[src/rtl/wd_sup_pkg.sv]
// Shared types and helpers for the watchdog supervisor: FSM state encoding and
// the full-scale gain helper.
package wd_sup_pkg;

  typedef enum logic [2:0] {
    IDLE    = 3'd0,
    REARM   = 3'd1,
    ARMED   = 3'd2,
    WARN    = 3'd3,
    RAMP    = 3'd4,
    HOLDOFF = 3'd5,
    LOCKOUT = 3'd6
  } wd_sup_state_t;

  function automatic int gain_full(input int gain_w);
    return (1 << gain_w) - 1;
  endfunction

endpackage

[src/rtl/wd_supervisor_gain_ramp.sv]
// Saturating gain integrator: steps the carrier gain up or down by RAMP_STEP per
// clock, clamped to [0, full scale]. clear has priority over down, down over up.
module gain_ramp
  import wd_sup_pkg::*;
#(
  parameter int GAIN_W    = 8,
  parameter int RAMP_STEP = 16
) (
  input  logic              clk,
  input  logic              rstn,
  input  logic              up,
  input  logic              down,
  input  logic              clear,
  output logic [GAIN_W-1:0] gain,
  output logic              at_zero,
  output logic              at_full
);

  localparam logic [GAIN_W:0] FULL_X = (GAIN_W+1)'(gain_full(GAIN_W));
  localparam logic [GAIN_W:0] STEP_X = (GAIN_W+1)'(RAMP_STEP);

  function automatic logic [GAIN_W-1:0] sat_up(input logic [GAIN_W-1:0] g);
    logic [GAIN_W:0] sum;
    sum = {1'b0, g} + STEP_X;
    if (sum > FULL_X) return FULL_X[GAIN_W-1:0];
    return sum[GAIN_W-1:0];
  endfunction

  // With the step no larger than full scale, an underflow always sets the extra
  // top bit, so it doubles as the borrow flag.
  function automatic logic [GAIN_W-1:0] sat_down(input logic [GAIN_W-1:0] g);
    logic [GAIN_W:0] diff;
    diff = {1'b0, g} - STEP_X;
    if (diff[GAIN_W]) return '0;
    return diff[GAIN_W-1:0];
  endfunction

  always_ff @(posedge clk) begin
    if (!rstn) begin
      gain <= '0;
    end else if (clear) begin
      gain <= '0;
    end else if (down) begin
      gain <= sat_down(gain);
    end else if (up) begin
      gain <= sat_up(gain);
    end
  end

  assign at_zero = (gain == '0);
  assign at_full = (gain == FULL_X[GAIN_W-1:0]);

endmodule

[src/rtl/wd_supervisor.sv]
// Supervisory FSM for the AM transmitter: arms the watchdog, forwards heartbeats,
// ramps carrier gain down on a trip, holds mute, re-arms, and latches lockout.
module wd_supervisor
  import wd_sup_pkg::*;
#(
  parameter int GAIN_W         = 8,
  parameter int RAMP_STEP      = 16,
  parameter int HOLDOFF_CYCLES = 1000,
  parameter int MAX_FAULTS     = 3,
  parameter int FAULT_W        = $clog2(MAX_FAULTS + 1)
) (
  input  logic               clk,
  input  logic               rstn,
  input  logic               arm,
  input  logic               host_heartbeat,
  input  logic               clear_fault,
  input  logic               wd_warning,
  input  logic               wd_triggered,
  output logic               wd_enable,
  output logic               wd_heartbeat,
  output logic               wd_force_reset,
  output logic [GAIN_W-1:0]  gain,
  output logic               rf_mute,
  output logic [FAULT_W-1:0] fault_count,
  output logic               lockout,
  output logic [2:0]         state
);

  localparam int HOLD_W = (HOLDOFF_CYCLES > 1) ? $clog2(HOLDOFF_CYCLES) : 1;
  localparam logic [HOLD_W-1:0]  HOLD_LAST = HOLD_W'(HOLDOFF_CYCLES - 1);
  localparam logic [FAULT_W-1:0] FAULT_MAX = FAULT_W'(MAX_FAULTS);

  wd_sup_state_t      state_q, state_d;
  logic               stop_req_q, stop_req_d;
  logic [HOLD_W-1:0]  hold_cnt_q, hold_cnt_d;
  logic [FAULT_W-1:0] fault_q, fault_d;
  logic               fault_inc;

  logic wd_enable_d, wd_force_reset_d, rf_mute_d, lockout_d, wd_heartbeat_d;
  logic ramp_up, ramp_down, ramp_clear, at_zero, at_full;

  gain_ramp #(
    .GAIN_W    (GAIN_W),
    .RAMP_STEP (RAMP_STEP)
  ) u_gain_ramp (
    .clk     (clk),
    .rstn    (rstn),
    .up      (ramp_up),
    .down    (ramp_down),
    .clear   (ramp_clear),
    .gain    (gain),
    .at_zero (at_zero),
    .at_full (at_full)
  );

  always_ff @(posedge clk) begin
    if (!rstn) begin
      state_q <= IDLE;
    end else begin
      state_q <= state_d;
    end
  end

  always_comb begin
    state_d    = state_q;
    stop_req_d = stop_req_q;
    fault_inc  = 1'b0;
    unique case (state_q)
      IDLE: begin
        if (arm) state_d = REARM;
      end
      REARM: begin
        state_d = ARMED;
      end
      ARMED, WARN: begin
        if (wd_triggered) begin
          state_d = RAMP;
        end else if (!arm) begin
          state_d    = RAMP;
          stop_req_d = 1'b1;
        end else if (state_q == ARMED && wd_warning) begin
          state_d = WARN;
        end else if (state_q == WARN && !wd_warning) begin
          state_d = ARMED;
        end
      end
      RAMP: begin
        // A trip during a graceful stop turns it back into a counted fault.
        if (wd_triggered) stop_req_d = 1'b0;
        if (at_zero) begin
          stop_req_d = 1'b0;
          if (stop_req_q && !wd_triggered) begin
            state_d = IDLE;
          end else begin
            fault_inc = 1'b1;
            state_d   = HOLDOFF;
          end
        end
      end
      HOLDOFF: begin
        if (hold_cnt_q == HOLD_LAST) begin
          if (fault_q >= FAULT_MAX) state_d = LOCKOUT;
          else if (arm)             state_d = REARM;
          else                      state_d = IDLE;
        end
      end
      LOCKOUT: begin
        if (clear_fault) state_d = IDLE;
      end
      default: begin
        state_d = IDLE;
      end
    endcase
  end

  // Outputs are decoded from the next state and registered, so they line up
  // with the state register.
  always_comb begin
    wd_enable_d      = 1'b0;
    wd_force_reset_d = 1'b0;
    rf_mute_d        = 1'b1;
    lockout_d        = 1'b0;
    ramp_up          = 1'b0;
    ramp_down        = 1'b0;
    ramp_clear       = 1'b0;
    case (state_d)
      REARM: begin
        wd_enable_d      = 1'b1;
        wd_force_reset_d = 1'b1;
        ramp_clear       = 1'b1;
      end
      ARMED, WARN: begin
        wd_enable_d = 1'b1;
        rf_mute_d   = 1'b0;
        ramp_up     = !at_full;
      end
      RAMP: begin
        wd_enable_d = 1'b1;
        rf_mute_d   = 1'b0;
        ramp_down   = 1'b1;
      end
      LOCKOUT: begin
        lockout_d  = 1'b1;
        ramp_clear = 1'b1;
      end
      default: begin
        ramp_clear = 1'b1;
      end
    endcase
    wd_heartbeat_d = host_heartbeat && (state_d == ARMED || state_d == WARN);
  end

  always_comb begin
    hold_cnt_d = '0;
    if (state_q == HOLDOFF && hold_cnt_q != HOLD_LAST) hold_cnt_d = hold_cnt_q + HOLD_W'(1);
    fault_d = fault_q;
    if (clear_fault) fault_d = '0;
    else if (fault_inc && fault_q < FAULT_MAX) fault_d = fault_q + FAULT_W'(1);
  end

  always_ff @(posedge clk) begin
    if (!rstn) begin
      stop_req_q     <= 1'b0;
      hold_cnt_q     <= '0;
      fault_q        <= '0;
      wd_enable      <= 1'b0;
      wd_heartbeat   <= 1'b0;
      wd_force_reset <= 1'b0;
      rf_mute        <= 1'b1;
      lockout        <= 1'b0;
    end else begin
      stop_req_q     <= stop_req_d;
      hold_cnt_q     <= hold_cnt_d;
      fault_q        <= fault_d;
      wd_enable      <= wd_enable_d;
      wd_heartbeat   <= wd_heartbeat_d;
      wd_force_reset <= wd_force_reset_d;
      rf_mute        <= rf_mute_d;
      lockout        <= lockout_d;
    end
  end

  assign state       = state_q;
  assign fault_count = fault_q;

endmodule

[config.mk]
export PLATFORM = sky130hd
export DESIGN_NAME = wd_supervisor
export DESIGN_NICKNAME = d
export VERILOG_FILES = /design/src/rtl/wd_sup_pkg.sv /design/src/rtl/wd_supervisor_gain_ramp.sv /design/src/rtl/wd_supervisor.sv
export SDC_FILE = /design/constraint.sdc
export NUM_CORES = 1
export LEC_CHECK = 0
export CORE_ASPECT_RATIO = 0.5
export CORE_MARGIN = 3
export CORE_UTILIZATION = 45
export CTS_BUF_LIST = sky130_fd_sc_hd__clkbuf_2
export DETAILED_ROUTE_END_ITERATION = 12
export PLACE_DENSITY_LB_ADDON = 0.05
export SLEW_MARGIN = 20
export SYNTH_ARGS = -nofsm -noshare
export SYNTH_HDL_FRONTEND = slang
export SYNTH_SLANG_ARGS = --single-unit
[constraint.sdc]
create_clock -name clk -period 1.6 [get_ports clk]
set_input_delay 0.24 -clock clk [delete_from_list [all_inputs] [get_ports clk]]
set_output_delay 0.24 -clock clk [all_outputs]
set_load 0.01 [all_outputs]
==> results.py, run 1 <==
metrics = {
    "place": {
        "placed_area_sq_um": 1927,
        "place_congestion": 0.8076,
        "dpl.cell_count": 246,
        "dp_hpwl_um": 2499,
        "portBuffers": 24,
    },
    "clock_network": {
        "cts_buffer_depth": 2,
        "cts-htree-levels": 1,
        "cts_buffers": 3,
        "cts_tree": "yes",
        "ctsHoldBuffers": 0,
        "clkTransAtPathRegs_ns": 0.24,
        "clockRootBuffer": "clkbuf_2",
        "clock_sinks": 26,
        "clkLatencyLatePin_ns": 0.36,
    },
    "yosys": {
        "synth_cells": 158,
        "yosys_warnings": 0,
        "synth-compound-area-share": 0.1426,
        "ys_types": 46,
        "ys_seq_elements": 26,
        "synthXorXnorAreaFrac": 0.05615,
        "muxShareOfSynthArea": 0.01426,
        "synth_fa_ha_area_frac": 0.05348,
        "synth_top_flop_cell": "dfxtp_1",
        "synth_area_per_cell_sq_um": 8.885,
        "synth-seq-area-share": 0.3708,
        "synth_top_family_by_area": "simple AND/OR/NAND/NOR gates",
        "synth_edf_count": 0,
        "synth-simple-area-share": 0.3128,
        "syn_nets": 171,
        "synthesis.area_sq_um": 1404,
        "synthArstFlopShare": 0,
    },
    "global_route": {
        "grt_first_pass_wirelength_um": 5823,
        "grt_pass1_vias": 1308,
        "grt.total_usage": 0.1905,
        "antenna_found_initial": 0,
        "grt_max_degree": 16,
        "grt_remaining_overflow": 0,
    },
    "power_and_ir_drop": {
        "ir_drop_v": 0.0003793,
        "power_leakage_nw": 0.9383,
        "power_density_nw_per_um2": 675.5,
    },
    "critical_path": {
        "crit_family": "compound AO/OA/AOI/OAI gates",
        "end_kind": "register",
        "startpoint_type": "register",
        "worstSetupPathType": "reg2reg",
        "crit_fanout": 5,
        "crit_required_ns": 1.91,
        "cp_slowest_stage_delay_ns": 0.40,
        "crit_buf_inv": 1,
        "critPathArrivalTime_ns": 2.00,
        "crit_path_cell_trace": "buf_6, or3b_4, o221ai_4, nand3_4, a211o_1, a21oi_1",
        "worst_path_max_delay_cell": "dfxtp_4",
    },
    "detailed_routing": {
        "via_per_inst": 5.309,
        "ant_nets": 0,
        "drc": 0,
        "wire_per_inst_um": 13.25,
        "route.vias.total": 1375,
        "first_iter_violations": 32,
        "drtPass1Iterations": 4,
        "wirelength_um": 3431,
    },
    "final_layout": {
        "areaGrowthSynthToFinish_pct": 52.67,
        "final_cell_mix": "buf_4 (42), nor2_1 (20), dfxtp_1 (14), clkdlybuf4s50_1 (11), dlygate4sd2_1 (10)",
        "diodes": 0,
        "fin_area_sq_um": 2143,
        "nets": 236,
        "stdcell_count": 259,
        "drive_above_1_share": 0.3784,
        "final_common_cell": "buf_4",
    },
    "status": {
        "status": "finished, violations left",
        "violations": "setup timing",
    },
    "timing": {
        "layout_setup_ws_ns": -0.09046,
        "slew_violations": 0,
        "timing.fmax_mhz": 591.6,
        "hold_viol_final": 0,
        "fin_skew_ns": 0.001633,
        "rsz0062_at_grt": "yes",
        "worst_pin_slew_ns": 0.4366,
        "timing.final.crit_share": 1.057,
        "setup_viol": 9,
        "slew_headroom": 0.7052,
        "finalCriticalPeriod_ns": 1.690,
    },
    "floorplan": {
        "fp.dieW_um": 84.99,
        "rows": 13,
        "initial_utilization": 0.5047,
        "die_y_um": 45.50,
        "dieArea_sq_um": 3867,
        "coreArea_sq_um": 2781,
        "io_pins": 25,
    },
    "job": {
        "drv_cap": 0,
    },
    "worst_hold_path": {
        "holdCritPathClass": "in2reg",
    },
}
-- kinds of logic (layout without fill, tap and decap cells) --
logic type / after synthesis / in the layout
XOR/XNOR: 9 / 9
AND/OR/NAND/NOR: 72 / 72
buffers and inverters: 15 / 79
adder cells (fa/ha/maj): 6 / 6
flip-flops: 26 / 26
multiplexers: 2 / 2
AO/OA/AOI/OAI: 28 / 28
-- worst reg2reg max path, stage by stage, from the launching register on --
cell      delay, ns
dfxtp_4        0.40
buf_6          0.12
or3b_4         0.39
o221ai_4       0.22
nand3_4        0.13
a211o_1        0.27
a21oi_1        0.12
-- flip-flops by register name, indices dropped and copies added (netlist names) --
register / count
fault_count: 2
hold_cnt_q: 10
lockout: 1
rf_mute: 1
state: 3
stop_req_q: 1
u_gain_ramp.gain: 5
wd_enable: 1
wd_force_reset: 1
wd_heartbeat: 1
-- timing repair --
action | in CTS | in global routing
setup buffers | 7 | 2
endpoints found under the setup margin | 23 | 23
gates resized for setup | 36 | 12
gates cloned | 0 | 0
pin swaps | 11 | 11
-- power by group --
part / switching (W) / internal [W] / leakage [nW]
sequential: 0.0000119 / 0.000675 / 0.217
combinational: 0.000158 / 0.000186 / 0.694
clock: 0.000202 / 0.000215 / 0.0266
total: 0.000371 / 0.00108 / 0.938
-- synth_stat cells, types with 4 or more instances --
cell type,n,area share
dfxtp_1,26,0.37
nor2_1,21,0.056
nand3_1,9,0.032
a21oi_1,8,0.029
inv_1,8,0.021
nand3b_1,8,0.043
ha_1,6,0.053
nand2b_1,6,0.027
xnor2_1,5,0.031
and3_1,4,0.018
nand2_1,4,0.011
o21ai_0,4,0.014
xor2_1,4,0.025
-- metal layers --
layer | vias to the layer above | share of wire | routed length [um] | track usage
met5 | - | 0 | 0 | 0
met4 | 0 | 0.0058 | 20 | 0.04101
met3 | 5 | 0.052 | 179 | 0.04332
met2 | 29 | 0.49 | 1675 | 0.3549
met1 | 654 | 0.45 | 1555 | 0.2307
li1 | 687 | - | - | -
-- cell type report --
type,count,area [sq um]
clock buffers,3,15.01
flip-flops and latches,26,543.0
clock inverters,1,30.03
fillers,208,638.1
inverters,8,32.53
multi-input cells,117,915.9
well taps,37,46.29
repair buffers,67,560.5
-- path summary, 6_finish.rpt --
path / startpoint / endpoint / slack [ns] / cells past startpoint
min: host_heartbeat / wd_heartbeat / 0.45 / 2
min reg2reg: fault_count[1] / fault_count[1] / 0.54 / 2
max reg2reg: state[1] / u_gain_ramp.gain[4] / -0.09 / 6
max: state[1] / u_gain_ramp.gain[4] / -0.09 / 6
-- stage by stage --
stage	total power [W]	utilization	setup TNS, ns	hold WS (ns)	setup WS [ns]
after floorplan	0.0008507	-	0	0.3925	0.01225
after global placement	0.0009940	0.6928	-1.264	0.4986	-0.1918
after detailed placement	0.0009989	0.6928	-1.745	0.5108	-0.2152
after CTS	0.001446	0.7544	-0.4848	0.4270	-0.1313
after global routing	0.001522	0.7706	-1.142	0.4162	-0.1651
final	0.001448	0.7706	-0.4826	0.4491	-0.09046
Note: power is estimated with default switching activity, not from simulation.
==> inputs of run 2 (changes only) <==
--- a/config.mk
+++ b/config.mk
@@ -5,12 +5,14 @@
 export SDC_FILE = /design/constraint.sdc
 export NUM_CORES = 1
 export LEC_CHECK = 0
-export CORE_ASPECT_RATIO = 0.5
+export CAP_MARGIN = 20
+export CORE_ASPECT_RATIO = 0.7
 export CORE_MARGIN = 3
 export CORE_UTILIZATION = 45
 export CTS_BUF_LIST = sky130_fd_sc_hd__clkbuf_2
 export DETAILED_ROUTE_END_ITERATION = 12
 export PLACE_DENSITY_LB_ADDON = 0.05
+export SKIP_CTS_REPAIR_TIMING = 1
 export SLEW_MARGIN = 20
 export SYNTH_ARGS = -nofsm -noshare
 export SYNTH_HDL_FRONTEND = slang
==> run 2 against run 1 <==
  * The run still ends with setup timing left
  * Via count up 1.2%
  * Clock power up 2%
  * Wire length up 15%
  * Sequential power up 0.7%
  * Clock skew up 0.0083 ns
  * Cell count down 0.77%
  * Clock-buffer cell count unchanged
  * Combinational power up 5%
  * Die area down 0.78%
  * First-iteration DRC count up 120%
  * Power up 2.2%
  * Critical path type unchanged
  * Largest cell class unchanged
==> results.py, run 2 (same netlist as run 1, synthesis figures left out) <==
metrics = {
    "floorplan": {
        "initial_utilization": 0.4870,
        "dieArea_sq_um": 3837,
        "rows": 16,
        "die_y_um": 52.73,
        "io_pins": 25,
        "fp.dieW_um": 72.76,
        "coreArea_sq_um": 2883,
    },
    "final_layout": {
        "nets": 235,
        "fin_area_sq_um": 2225,
        "final_common_cell": "buf_4",
        "drive_above_1_share": 0.3937,
        "areaGrowthSynthToFinish_pct": 58.47,
        "diodes": 0,
        "largest_reg_flops": 10,
        "stdcell_count": 257,
        "largest-register": "hold_cnt_q",
        "final_cell_mix": "buf_4 (40), nor2_1 (19), dfxtp_1 (14), clkdlybuf4s50_1 (12), dlymetal6s2s_1 (12)",
    },
    "clock_network": {
        "clockRootBuffer": "clkbuf_2",
        "cts_buffer_depth": 2,
        "cts_buffers": 3,
        "clock_sinks": 26,
        "cts-htree-levels": 1,
        "clkTransAtPathRegs_ns": 0.26,
        "clkLatencyLatePin_ns": 0.37,
        "cts_tree": "yes",
    },
    "critical_path": {
        "crit_family": "compound AO/OA/AOI/OAI gates",
        "startpoint": "u_gain_ramp.gain[4]",
        "worstSetupPathType": "reg2reg",
        "crit_required_ns": 1.93,
        "startpoint_type": "register",
        "worst_path_max_delay_cell": "dfxtp_4",
        "critPathArrivalTime_ns": 2.03,
        "crit_fanout": 2,
        "crit_buf_inv": 2,
        "cp_slowest_stage_delay_ns": 0.42,
        "end_kind": "register",
        "crit_path_cell_trace": "inv_4, buf_6, ha_4, nor4bb_4, nand3b_1, a31oi_2, o21ai_1, a21oi_1",
        "r2r-start": "u_gain_ramp.gain[4]",
    },
    "detailed_routing": {
        "ant_nets": 0,
        "first_iter_violations": 70,
        "route.vias.total": 1392,
        "wire_per_inst_um": 15.37,
        "drc": 0,
        "wirelength_um": 3949,
        "drtPass1Iterations": 4,
        "via_per_inst": 5.416,
    },
    "timing": {
        "worst_pin_slew_ns": 0.4230,
        "timing.fmax_mhz": 588.3,
        "setup_viol": 6,
        "fin_skew_ns": 0.009970,
        "rsz0062_at_grt": "yes",
        "slew_headroom": 0.7180,
        "timing.final.crit_share": 1.062,
        "slew_violations": 0,
        "layout_setup_ws_ns": -0.09995,
        "finalCriticalPeriod_ns": 1.700,
        "hold_viol_final": 0,
    },
    "place": {
        "dpl.cell_count": 247,
        "place_congestion": 0.8647,
        "placed_area_sq_um": 1941,
        "portBuffers": 24,
        "dp_hpwl_um": 2735,
    },
    "status": {
        "status": "finished, violations left",
        "violations": "setup timing",
    },
    "power_and_ir_drop": {
        "power_density_nw_per_um2": 665.0,
        "ir_drop_v": 0.0004759,
        "power_leakage_nw": 1.067,
    },
    "global_route": {
        "grt_pass1_vias": 1290,
        "grt_remaining_overflow": 0,
        "grt_max_degree": 16,
        "antenna_found_initial": 0,
        "grt_first_pass_wirelength_um": 5954,
        "grt.total_usage": 0.1993,
    },
    "worst_hold_path": {
        "holdCritPathClass": "in2reg",
        "hold_path_startpoint": "host_heartbeat",
    },
    "job": {
        "drv_cap": 0,
    },
}
==> run 2: metal layers <==
metal | part of all wire | track usage | vias to the layer above
li1 | - | - | 683
met1 | 0.46 | 0.2708 | 659
met2 | 0.48 | 0.3323 | 46
met3 | 0.055 | 0.04406 | 4
met4 | 0.0058 | 0.02454 | 0
met5 | 0 | 0 | -
==> run 2: worst paths after layout <==
check | cells after the start | slack [ns] | end
max | 8 | -0.1 | u_gain_ramp.gain[4]
min | 2 | 0.43 | wd_heartbeat
min reg2reg | 2 | 0.54 | stop_req_q
max reg2reg | 8 | -0.1 | u_gain_ramp.gain[4]
==> run 2: layout make-up <==
cell class | instances | area [sq um]
multi-input combinational | 117 | 960.9
fill | 198 | 658.1
timing repair buffer | 66 | 593.1
sequential | 26 | 548.0
tap | 36 | 45.04
inverter | 8 | 32.53
clock inverter | 1 | 30.03
clock buffer | 3 | 15.01
==> run 2: report_power, final <==
part / total (W) / internal (W) / switching (W)
clock network: 0.000425 / 0.000215 / 0.000210
registers: 0.000692 / 0.000674 / 0.0000184
logic: 0.000362 / 0.000200 / 0.000162
==> run 2: through the flow <==
stage          utilization  setup TNS [ns]  setup slack, ns  total power [W]  hold slack [ns]
5_1_grt             0.7717          -1.302          -0.1878         0.001537           0.4026
6_report            0.7717         -0.4132         -0.09995         0.001479           0.4276
3_5_place_dp        0.6732          -1.624          -0.2100         0.001008           0.5015
3_3_place_gp        0.6732          -1.039          -0.1821         0.001000           0.4945
4_1_cts             0.6888          -2.979          -0.2442         0.001421           0.4393
2_1_floorplan            -               0          0.01225        0.0008507           0.3925
